## src/rtl/sdram_cpu_arb_pkg.sv

```systemverilog
// Shared types and constants for the three-client SDRAM CPU-port arbiter.
// Clients use a toggle handshake; only one controller transaction is ever outstanding.
package sdram_cpu_arb_pkg;

   localparam int NUM_CLIENTS   = 3;
   localparam int READ_WAIT_DEF = 6;

   typedef logic [1:0] client_idx_t;

   typedef enum logic [1:0] {
      IDLE,
      ISSUE,
      WAIT
   } arb_state_t;

endpackage

```

## src/rtl/sdram_cpu_arb_if.sv

```systemverilog
// Client-side toggle ports and controller CPU-port signals of the arbiter.
// The slave modport is the arbiter; the master modport is the clients plus the controller.
interface sdram_cpu_arb_if;

   logic        c0_req;
   logic        c0_ack;
   logic [22:0] c0_addr;
   logic [15:0] c0_din;
   logic [1:0]  c0_ds;
   logic        c0_we;
   logic [15:0] c0_dout;

   logic        c1_req;
   logic        c1_ack;
   logic [22:0] c1_addr;
   logic [15:0] c1_din;
   logic [1:0]  c1_ds;
   logic        c1_we;
   logic [15:0] c1_dout;

   logic        c2_req;
   logic        c2_ack;
   logic [22:0] c2_addr;
   logic [15:0] c2_din;
   logic [1:0]  c2_ds;
   logic        c2_we;
   logic [15:0] c2_dout;

   logic        cpu_req;
   logic        cpu_req_ack;
   logic [22:0] cpu_addr;
   logic [15:0] cpu_din;
   logic [1:0]  cpu_ds;
   logic        cpu_we;
   logic [15:0] cpu_port0;

   modport slave (
      input  c0_req, c0_addr, c0_din, c0_ds, c0_we,
      output c0_ack, c0_dout,
      input  c1_req, c1_addr, c1_din, c1_ds, c1_we,
      output c1_ack, c1_dout,
      input  c2_req, c2_addr, c2_din, c2_ds, c2_we,
      output c2_ack, c2_dout,
      output cpu_req, cpu_addr, cpu_din, cpu_ds, cpu_we,
      input  cpu_req_ack, cpu_port0
   );

   modport master (
      output c0_req, c0_addr, c0_din, c0_ds, c0_we,
      input  c0_ack, c0_dout,
      output c1_req, c1_addr, c1_din, c1_ds, c1_we,
      input  c1_ack, c1_dout,
      output c2_req, c2_addr, c2_din, c2_ds, c2_we,
      input  c2_ack, c2_dout,
      input  cpu_req, cpu_addr, cpu_din, cpu_ds, cpu_we,
      output cpu_req_ack, cpu_port0
   );

endinterface

```

## src/rtl/sdram_cpu_arb_rr_pick3.sv

```systemverilog
// Combinational round-robin picker: first pending client after 'last', cycling 0->1->2->0.
module rr_pick3
   import sdram_cpu_arb_pkg::*;
(
   input  logic [NUM_CLIENTS-1:0] pending,
   input  client_idx_t            last,
   output logic                   valid,
   output client_idx_t            idx
);

   // A 'last' of 3 never occurs; it falls into the same order as 2 so client 0 leads.
   always_comb begin
      valid = |pending;
      idx   = 2'd0;
      case (last)
         2'd0: begin
            if (pending[1])      idx = 2'd1;
            else if (pending[2]) idx = 2'd2;
            else                 idx = 2'd0;
         end
         2'd1: begin
            if (pending[2])      idx = 2'd2;
            else if (pending[0]) idx = 2'd0;
            else                 idx = 2'd1;
         end
         default: begin
            if (pending[0])      idx = 2'd0;
            else if (pending[1]) idx = 2'd1;
            else                 idx = 2'd2;
         end
      endcase
   end

endmodule

```

## src/rtl/sdram_cpu_arb.sv

```systemverilog
// Three-client round-robin arbiter in front of the SDRAM controller CPU port.
// Reads wait a fixed READ_WAIT cycles after the controller ack before sampling cpu_port0.
module sdram_cpu_arb
   import sdram_cpu_arb_pkg::*;
#(
   parameter int READ_WAIT = READ_WAIT_DEF,
   parameter int WAIT_W    = 3
) (
   input  logic           clk,
   input  logic           init_n,
   sdram_cpu_arb_if.slave bus
);

   logic [NUM_CLIENTS-1:0] req_vec;
   logic [NUM_CLIENTS-1:0] ack_q;
   logic [NUM_CLIENTS-1:0] pending;
   logic [NUM_CLIENTS-1:0] we_vec;
   logic [22:0]            addr_vec [NUM_CLIENTS];
   logic [15:0]            din_vec  [NUM_CLIENTS];
   logic [1:0]             ds_vec   [NUM_CLIENTS];
   logic [15:0]            dout_q   [NUM_CLIENTS];

   arb_state_t             state;
   client_idx_t            grant;
   client_idx_t            last_grant;
   client_idx_t            pick_idx;
   logic                   pick_valid;
   logic [WAIT_W-1:0]      wait_cnt;

   logic                   cpu_req_q;
   logic [22:0]            cpu_addr_q;
   logic [15:0]            cpu_din_q;
   logic [1:0]             cpu_ds_q;
   logic                   cpu_we_q;

   assign req_vec     = {bus.c2_req, bus.c1_req, bus.c0_req};
   assign we_vec      = {bus.c2_we,  bus.c1_we,  bus.c0_we};
   assign addr_vec[0] = bus.c0_addr;
   assign addr_vec[1] = bus.c1_addr;
   assign addr_vec[2] = bus.c2_addr;
   assign din_vec[0]  = bus.c0_din;
   assign din_vec[1]  = bus.c1_din;
   assign din_vec[2]  = bus.c2_din;
   assign ds_vec[0]   = bus.c0_ds;
   assign ds_vec[1]   = bus.c1_ds;
   assign ds_vec[2]   = bus.c2_ds;

   assign pending = req_vec ^ ack_q;

   rr_pick3 u_pick (
      .pending (pending),
      .last    (last_grant),
      .valid   (pick_valid),
      .idx     (pick_idx)
   );

   // Request fields are frozen at grant, so they stay stable until the next grant
   // regardless of what the client does with its own inputs meanwhile.
   always_ff @(posedge clk or negedge init_n) begin
      if (!init_n) begin
         state      <= IDLE;
         ack_q      <= '0;
         for (int i = 0; i < NUM_CLIENTS; i++) begin
            dout_q[i] <= '0;
         end
         grant      <= 2'd0;
         last_grant <= 2'd2;
         wait_cnt   <= '0;
         cpu_req_q  <= 1'b0;
         cpu_addr_q <= '0;
         cpu_din_q  <= '0;
         cpu_ds_q   <= '0;
         cpu_we_q   <= 1'b0;
      end else begin
         case (state)
            IDLE: begin
               if (pick_valid) begin
                  grant      <= pick_idx;
                  last_grant <= pick_idx;
                  cpu_addr_q <= addr_vec[pick_idx];
                  cpu_din_q  <= din_vec[pick_idx];
                  cpu_ds_q   <= ds_vec[pick_idx];
                  cpu_we_q   <= we_vec[pick_idx];
                  cpu_req_q  <= ~cpu_req_q;
                  state      <= ISSUE;
               end
            end
            ISSUE: begin
               if (bus.cpu_req_ack == cpu_req_q) begin
                  if (cpu_we_q) begin
                     ack_q[grant] <= ~ack_q[grant];
                     state        <= IDLE;
                  end else begin
                     wait_cnt <= WAIT_W'(READ_WAIT - 1);
                     state    <= WAIT;
                  end
               end
            end
            WAIT: begin
               if (wait_cnt == '0) begin
                  dout_q[grant] <= bus.cpu_port0;
                  ack_q[grant]  <= ~ack_q[grant];
                  state         <= IDLE;
               end else begin
                  wait_cnt <= wait_cnt - 1'b1;
               end
            end
            default: state <= IDLE;
         endcase
      end
   end

   assign bus.c0_ack   = ack_q[0];
   assign bus.c1_ack   = ack_q[1];
   assign bus.c2_ack   = ack_q[2];
   assign bus.c0_dout  = dout_q[0];
   assign bus.c1_dout  = dout_q[1];
   assign bus.c2_dout  = dout_q[2];
   assign bus.cpu_req  = cpu_req_q;
   assign bus.cpu_addr = cpu_addr_q;
   assign bus.cpu_din  = cpu_din_q;
   assign bus.cpu_ds   = cpu_ds_q;
   assign bus.cpu_we   = cpu_we_q;

endmodule

```

## src/flat_wrapper.sv

```systemverilog
// flat-port wrapper written by rule: the top's interface ports become plain ports
module sdram_cpu_arb_flat import sdram_cpu_arb_pkg::*;
#(
   parameter int READ_WAIT = READ_WAIT_DEF,
   parameter int WAIT_W    = 3
)
  (clk, init_n, bus_c0_req, bus_c0_addr, bus_c0_din, bus_c0_ds, bus_c0_we, bus_c0_ack, bus_c0_dout, bus_c1_req, bus_c1_addr, bus_c1_din, bus_c1_ds, bus_c1_we, bus_c1_ack, bus_c1_dout, bus_c2_req, bus_c2_addr, bus_c2_din, bus_c2_ds, bus_c2_we, bus_c2_ack, bus_c2_dout, bus_cpu_req, bus_cpu_addr, bus_cpu_din, bus_cpu_ds, bus_cpu_we, bus_cpu_req_ack, bus_cpu_port0);
  sdram_cpu_arb_if bus_i ();
  input  logic clk;
  input  logic init_n;
  input wire logic [$bits(bus_i.c0_req)-1:0] bus_c0_req;
  input wire logic [$bits(bus_i.c0_addr)-1:0] bus_c0_addr;
  input wire logic [$bits(bus_i.c0_din)-1:0] bus_c0_din;
  input wire logic [$bits(bus_i.c0_ds)-1:0] bus_c0_ds;
  input wire logic [$bits(bus_i.c0_we)-1:0] bus_c0_we;
  output wire logic [$bits(bus_i.c0_ack)-1:0] bus_c0_ack;
  output wire logic [$bits(bus_i.c0_dout)-1:0] bus_c0_dout;
  input wire logic [$bits(bus_i.c1_req)-1:0] bus_c1_req;
  input wire logic [$bits(bus_i.c1_addr)-1:0] bus_c1_addr;
  input wire logic [$bits(bus_i.c1_din)-1:0] bus_c1_din;
  input wire logic [$bits(bus_i.c1_ds)-1:0] bus_c1_ds;
  input wire logic [$bits(bus_i.c1_we)-1:0] bus_c1_we;
  output wire logic [$bits(bus_i.c1_ack)-1:0] bus_c1_ack;
  output wire logic [$bits(bus_i.c1_dout)-1:0] bus_c1_dout;
  input wire logic [$bits(bus_i.c2_req)-1:0] bus_c2_req;
  input wire logic [$bits(bus_i.c2_addr)-1:0] bus_c2_addr;
  input wire logic [$bits(bus_i.c2_din)-1:0] bus_c2_din;
  input wire logic [$bits(bus_i.c2_ds)-1:0] bus_c2_ds;
  input wire logic [$bits(bus_i.c2_we)-1:0] bus_c2_we;
  output wire logic [$bits(bus_i.c2_ack)-1:0] bus_c2_ack;
  output wire logic [$bits(bus_i.c2_dout)-1:0] bus_c2_dout;
  output wire logic [$bits(bus_i.cpu_req)-1:0] bus_cpu_req;
  output wire logic [$bits(bus_i.cpu_addr)-1:0] bus_cpu_addr;
  output wire logic [$bits(bus_i.cpu_din)-1:0] bus_cpu_din;
  output wire logic [$bits(bus_i.cpu_ds)-1:0] bus_cpu_ds;
  output wire logic [$bits(bus_i.cpu_we)-1:0] bus_cpu_we;
  input wire logic [$bits(bus_i.cpu_req_ack)-1:0] bus_cpu_req_ack;
  input wire logic [$bits(bus_i.cpu_port0)-1:0] bus_cpu_port0;
  assign bus_i.c0_req = bus_c0_req;
  assign bus_i.c0_addr = bus_c0_addr;
  assign bus_i.c0_din = bus_c0_din;
  assign bus_i.c0_ds = bus_c0_ds;
  assign bus_i.c0_we = bus_c0_we;
  assign bus_c0_ack = bus_i.c0_ack;
  assign bus_c0_dout = bus_i.c0_dout;
  assign bus_i.c1_req = bus_c1_req;
  assign bus_i.c1_addr = bus_c1_addr;
  assign bus_i.c1_din = bus_c1_din;
  assign bus_i.c1_ds = bus_c1_ds;
  assign bus_i.c1_we = bus_c1_we;
  assign bus_c1_ack = bus_i.c1_ack;
  assign bus_c1_dout = bus_i.c1_dout;
  assign bus_i.c2_req = bus_c2_req;
  assign bus_i.c2_addr = bus_c2_addr;
  assign bus_i.c2_din = bus_c2_din;
  assign bus_i.c2_ds = bus_c2_ds;
  assign bus_i.c2_we = bus_c2_we;
  assign bus_c2_ack = bus_i.c2_ack;
  assign bus_c2_dout = bus_i.c2_dout;
  assign bus_cpu_req = bus_i.cpu_req;
  assign bus_cpu_addr = bus_i.cpu_addr;
  assign bus_cpu_din = bus_i.cpu_din;
  assign bus_cpu_ds = bus_i.cpu_ds;
  assign bus_cpu_we = bus_i.cpu_we;
  assign bus_i.cpu_req_ack = bus_cpu_req_ack;
  assign bus_i.cpu_port0 = bus_cpu_port0;
  sdram_cpu_arb #(.READ_WAIT(READ_WAIT), .WAIT_W(WAIT_W)) u_core (.clk(clk), .init_n(init_n), .bus(bus_i));
endmodule
```

## config.mk

```make
export PLATFORM = sky130hd
export DESIGN_NAME = sdram_cpu_arb_flat
export DESIGN_NICKNAME = d
export VERILOG_FILES = /design/src/rtl/sdram_cpu_arb_pkg.sv /design/src/rtl/sdram_cpu_arb_if.sv /design/src/rtl/sdram_cpu_arb_rr_pick3.sv /design/src/rtl/sdram_cpu_arb.sv /design/src/flat_wrapper.sv
export SDC_FILE = /design/constraint.sdc
export NUM_CORES = 1
export LEC_CHECK = 0
export BUFFER_PORTS_ARGS = -buffer_cell sky130_fd_sc_hd__buf_2
export CORE_AREA = 3 3 140 142
export DETAILED_ROUTE_END_ITERATION = 10
export DIE_AREA = 0 0 143 145
export SLEW_MARGIN = 15
export SYNTH_ARGS = -nofsm -noshare
export SYNTH_HDL_FRONTEND = slang
export SYNTH_SLANG_ARGS = --single-unit
```

## constraint.sdc

```tcl
create_clock -name clk -period 5 [get_ports clk]
set_clock_uncertainty 0.05 [all_clocks]
set_input_delay 1.5 -clock clk [delete_from_list [all_inputs] [get_ports clk]]
set_output_delay 1.5 -clock clk [all_outputs]
set_load 0.01 [all_outputs]
```

== Yosys cells after proc, flatten, opt, wreduce, memory -nomap -nowiden ==
Cells that the tools add are included.

* Flip-flop bits (word level): 103
* Input port bits: 148
* Output and inout port bits: 94

* $add $sub $neg: 1
* $lt $le $gt $ge: 6
* Eq/ne operators: 10
* Muxes and demuxes: 39
* Bitwise gates (word level): 5
* Reduce and logical (&&, ||, !) cells: 12

{| class="wikitable"
|+ Operators with widths
! operator !! count
|-
| $bwmux W48 || 1
|-
| $mux W16 || 3
|-
| $bmux W23 S2 || 1
|-
| $mux W23 || 2
|-
| $bmux W16 S2 || 1
|-
| $demux W16 S2 || 1
|-
| $mux W2 || 11
|-
| $mux W3 || 6
|-
| $pmux W3 S2 || 2
|-
| $ne A2 B1 Y1 const B || 4
|-
| $reduce_and A4 Y1 || 2
|-
| $ge A3 B3 Y1 const B || 2
|-
| $lt A2 B3 Y1 const B || 2
|-
| $not A2 Y3 || 2
|-
| $pmux W2 S3 || 1
|-
| $bmux W1 S2 || 2
|-
| $bmux W2 S2 || 1
|-
| $eq A2 B1 Y1 const B || 2
|-
| $logic_not A2 Y1 || 2
|-
| $mux W1 || 4
|-
| $ne A2 B2 Y1 const B || 2
|-
| $pmux W2 S2 || 1
|-
| $reduce_and A2 Y1 || 2
|-
| $bwmux W3 || 1
|-
| other kinds (13) || 15
|}

== Longest topological paths before layout ==
* Word-level depth: 8
* Gate-level depth with buffers: 8

== Cells and area by module ==
A second synthesis with hierarchy kept.

* Cells, all modules: 411
* Area total of the unflattened synthesis: 4963.5 um^2

{| class="wikitable"
|+ By module, submodules not included
! module !! instances !! cells each !! area each (um^2)
|-
| sdram_cpu_arb || 1 || 401 || 4907.2
|-
| rr_pick3 || 1 || 10 || 56.3
|}

== Worst setup path before layout ==
OpenSTA, ideal clock, no wires.

* Path type: input port to flip-flop
* From: input port bus_c1_req
* To: register u_core.cpu_din_q[4] (netlist: u_core.bus.cpu_din[4])
* Setup time: 131 ps
* Data arrival time: 2635 ps
* Required time: 4819 ps
* Slack: 2185 ps
* Cell stages on the path: 7
* Path through: xor2_1 a21boi_2 a32oi_1 buf_6 buf_12 mux2i_1 o221ai_2

* Cells in the longest elaborated chain, start to end: 8

{| class="wikitable"
|+ Ends and longest elaborated chain
! element !! RTL line !! RTL
|-
| start: declaration || flat_wrapper.sv:18 || <nowiki>input wire logic [$bits(bus_i.c1_req)-1:0] bus_c1_req;</nowiki>
|-
| $xor A3 B3 Y3 (*) || sdram_cpu_arb.sv:48 || <nowiki>assign pending = req_vec ^ ack_q;</nowiki>
|-
| $mux W2 || sdram_cpu_arb_rr_pick3.sv:28 || <nowiki>else if (pending[1]) idx = 2'd1;</nowiki>
|-
| $mux W2 || sdram_cpu_arb_rr_pick3.sv:27 || <nowiki>if (pending[0]) idx = 2'd0;</nowiki>
|-
| $pmux W2 S2 || sdram_cpu_arb_rr_pick3.sv:15 || <nowiki>case (last)</nowiki>
|-
| $not A2 Y3 (not written as such) || sdram_cpu_arb.sv:81 || <nowiki>cpu_din_q <= din_vec[pick_idx];</nowiki>
|-
| $bmux W16 S2 || sdram_cpu_arb.sv:81 ||
|-
| $mux W16 (not written as such) (2 in a row) || sdram_cpu_arb.sv:81 ||
|-
| end signal: assignment || sdram_cpu_arb.sv:81 ||
|-
| end: declaration || sdram_cpu_arb.sv:32 || <nowiki>logic [15:0] cpu_din_q;</nowiki>
|}

Mark *: on every way between the ends. The rest lies on a longest branch, timed or not. The select of a mux whose other input is x is not followed.
A chain may end at the register's enable or synchronous reset.

== Worst setup path after layout ==
* From: input port bus_c1_req
* To: register u_core.cpu_addr_q[1] (netlist: u_core.bus.cpu_addr[1])

* Cells in the longest elaborated chain, start to end: 8

{| class="wikitable"
|+ Ends and longest elaborated chain
! element !! RTL line !! RTL
|-
| $xor A3 B3 Y3 (*) || sdram_cpu_arb.sv:48 ||
|-
| $mux W2 || sdram_cpu_arb_rr_pick3.sv:28 ||
|-
| $mux W2 || sdram_cpu_arb_rr_pick3.sv:27 ||
|-
| $pmux W2 S2 || sdram_cpu_arb_rr_pick3.sv:15 ||
|-
| $not A2 Y3 (not written as such) || sdram_cpu_arb.sv:80 || <nowiki>cpu_addr_q <= addr_vec[pick_idx];</nowiki>
|-
| $bmux W23 S2 || sdram_cpu_arb.sv:80 ||
|-
| $mux W23 (not written as such) (2 in a row) || sdram_cpu_arb.sv:80 ||
|-
| end signal: assignment || sdram_cpu_arb.sv:80 ||
|-
| end: declaration || sdram_cpu_arb.sv:31 || <nowiki>logic [22:0] cpu_addr_q;</nowiki>
|}

Marks and branches as above.

==> results.md <==
- Fraction of registers with async set/reset: between 90% and 100%
- Unrepaired setup endpoints after global routing: no
- Gpl congestion: about 0.76
- Initial DRC count: 141
- # IOs: between 200 and 250
- EDFF count, synth: 0
- Worst-path clk slew: about 0.070 ns
- Global route overflow: 0
- Clk Tree Root Cell: clkbuf_16
- Post-CTS resize count: 0
- Worst-Margin Slew: between 0.8 and 0.9 ns
- Post-DRT Antenna Nets: 0
- Global-route wire length before repair: between 20 and 25 mm
- Port buffer count: around 240
- Chip width: ~140 µm
- Share of layout cells above drive strength 1: between 50% and 60%
- Final critical-path required period: around 3.1 ns
- Endpoints failing setup: 0
- Final HPWL DP: 10.4 mm
- CP startpoint kind: input pin
- Unique cell type count in the Yosys netlist: 32
- Hold WS: roughly 0.43 ns
- Tot GR Track Use: 12.9%
- Arr. time, crit path: 3.25 ns
- Worst R2R Setup Slack: approximately 2.8 ns
- Synth Instances: 398
- Worst hold path class: flop to flop
- Req. time, crit path: slightly above 5 ns
- Dpl cell area: between 6000 and 7000 µm²
- CP Class: input pin to flop
- Max Slew Vio Count: 0
- Initial Util: between 20% and 30%
- CP max FO: 48
- Initial antenna violation count: 3
- Outcome: completed
- Post-layout net count: about 790
- Row count: 50
- Placed Instances: about 860
- CTS tree: yes
- Die area: ~21000 µm²
- Most used cell, CP: buf_4
- Final instance area: roughly 6500 µm²
- Period utilization: about three fifths
- TritonCTS buffer count: 9
- # Post-CTS Setup Buffers: 0
- Relative slew slack: between 40% and 50%
- Setup TNS: 0 ns
- Critical path's slowest cell: buf_4
- Drt first pass iters: 4
- Post-DR wirelength/cell: around 16 µm
- Fin. Hold Viols: 0
- CP delay by family, top: buffers and inverters
- Largest net degree at the start of global routing: 51
- Fillers: around 1900
- Area of the core: around 19000 µm²
- #FFs+latches synth: ~100
- Vias in the first global route: approximately 4000
- Crit-path cells: buf_2 -> xor2_1 -> o31ai_4 -> buf_4 -> nand3b_1 -> buf_4 -> o221ai_1
- Syn nets: ~550
- Syn Area/Cell: roughly 12 µm²
- LEAKAGE: about 3.4 nW
- Clk_lat worst skew: about 0.34 ns
- Die Span Y: 145 µm
- FF/Latch Area: 2550 µm²
- Crit path capture type: flop
- Multi-input logic area: approximately 1900 µm²
- MaxCap Viol Count: 0
- Final cell count without fillers: 875
- DRC viols: 0
- H-tree depth: 3
- Leading register cell type out of synthesis: dfrtp_1
- Buf+Inv Stages, Crit Path: 3
- Via Count: slightly below 4000
- Cell Area, Synth: 4740 µm²
- Sequential element share of the synthesized area: 53.9%
- Routed wire length: ~14 mm
- Clock tree buffer depth: 2
- CP max stage delay: 0.48 ns
- Ys Warns: 0
- Layout area overhead: 36.8%
- Hold_buf cts: 0
- Inserted Diodes: 0
- Power per cell area: ~650 nW/µm²
- Max IR drop VDD: 0.000330 V
- Drt via density: approximately 4.5
- Sink Count: about 100
- Fmax: 0.324 GHz
[synth_stat cells, types with 2 or more instances]
| library cell | count | area share (%) |
|---|---|---|
| clkbuf_1 | 5 | 0.40 |
| buf_2 | 12 | 1.3 |
| nand2_1 | 57 | 4.5 |
| xnor2_1 | 5 | 0.92 |
| o221ai_1 | 40 | 7.4 |
| ha_1 | 2 | 0.53 |
| mux2_2 | 48 | 11 |
| inv_1 | 46 | 3.6 |
| nand2b_1 | 4 | 0.53 |
| o21ai_0 | 3 | 0.32 |
| o221ai_2 | 2 | 0.63 |
| xor2_2 | 2 | 0.69 |
| nor2_1 | 7 | 0.55 |
| buf_12 | 4 | 1.7 |
| dfrtp_1 | 101 | 53 |
| mux2i_1 | 42 | 8.9 |
| nor2b_1 | 3 | 0.40 |
[report_power, final]
| part | leakage (nW) | switching (mW) | internal (mW) |
|---|---|---|---|
| Clock | 0.149 | 0.334 | 0.411 |
| Sequential | 1.22 | 0.236 | 1.25 |
| Combinational | 2.05 | 1.07 | 0.912 |
[kinds of logic (layout without fill, tap and decap cells)]
kind of cell,Yosys count,after routing,share of synthesized area (%)
AO/OA/AOI/OAI,54,54,9.84
XOR/XNOR,8,8,1.79
adder cells (fa/ha/maj),2,2,0.528
buffers and inverters,68,311,7.23
flip-flops,102,102,53.9
multiplexers,90,90,20.3
AND/OR/NAND/NOR,74,74,6.47
[final timing paths]
path | from | to | depth (start not counted)
setup / recovery | bus_c1_req | u_core.bus.cpu_addr[1] | 7
setup reg to reg | u_core.ack_q[1] | u_core.bus.cpu_addr[1] | 6
hold / removal | u_core.wait_cnt[2] | u_core.wait_cnt[2] | 1
min in group asynchronous | init_n | u_core.bus.cpu_addr[0] | 1
max in group asynchronous | init_n | u_core.last_grant[1] | 2
hold reg to reg | u_core.wait_cnt[2] | u_core.wait_cnt[2] | 1
[routing by layer]
layer  vias to the layer above  part of all wire, %  GRT usage, %
met1                      1894                   40          14.6
met2                       188                   46          21.5
met3                        20                   12          6.10
met4                         6                  1.5          3.61
li1                       1863                    -             -
met5                         -                 0.26             0
[sequential cells by signal (all words and copies together) (netlist names)]
name	cells
u_core.wait_cnt	3
u_core.bus.cpu_req	1
u_core.bus.c0_dout	16
u_core.last_grant	2
u_core.state	2
u_core.bus.cpu_din	16
u_core.grant	1
u_core.bus.cpu_we	1
u_core.ack_q	3
u_core.bus.cpu_ds	2
u_core.bus.c2_dout	16
u_core.bus.c1_dout	16
u_core.bus.cpu_addr	23
[layout by cell type (no fill, tap or decap), types with 2 or more instances in the layout]
master / synthesis / layout
buf_2: 12 / 240
buf_4: 0 / 8
clkbuf_16: 0 / 9
clkinvlp_4: 0 / 2
dfrtp_1: 101 / 101
ha_1: 2 / 2
inv_1: 46 / 46
inv_8: 0 / 2
mux2_2: 48 / 48
mux2i_1: 42 / 42
nand2_1: 57 / 57
nand2b_1: 4 / 4
nor2_1: 7 / 7
nor2b_1: 3 / 3
o21ai_0: 3 / 3
o221ai_1: 40 / 40
o221ai_2: 2 / 2
xnor2_1: 5 / 5
xor2_2: 2 / 2
[cell type report]
| cell class | count | area share, % |
|---|---|---|
| Sequential cell | 102 | 39.4 |
| Tap cell | 234 | 4.51 |
| Inverter | 46 | 2.66 |
| Multi-Input combinational cell | 228 | 28.9 |
| Timing Repair Buffer | 249 | 19.7 |
| Clock buffer | 10 | 3.68 |
| Clock inverter | 6 | 1.18 |
[metrics by stage]
| step | utilization, % | setup WS [ns] | total power, mW |
|---|---|---|---|
| 2_1_floorplan | - | 2.18 | 2.84 |
| 3_3_place_gp | 33.2 | 1.55 | 3.49 |
| 3_5_place_dp | 33.2 | 1.51 | 3.53 |
| 4_1_cts | 34.9 | 1.90 | 4.31 |
| 5_1_grt | 34.9 | 1.77 | 4.55 |
| 6_report | 34.9 | 1.91 | 4.21 |
No activity file was read; power rests on OpenSTA's default activity.
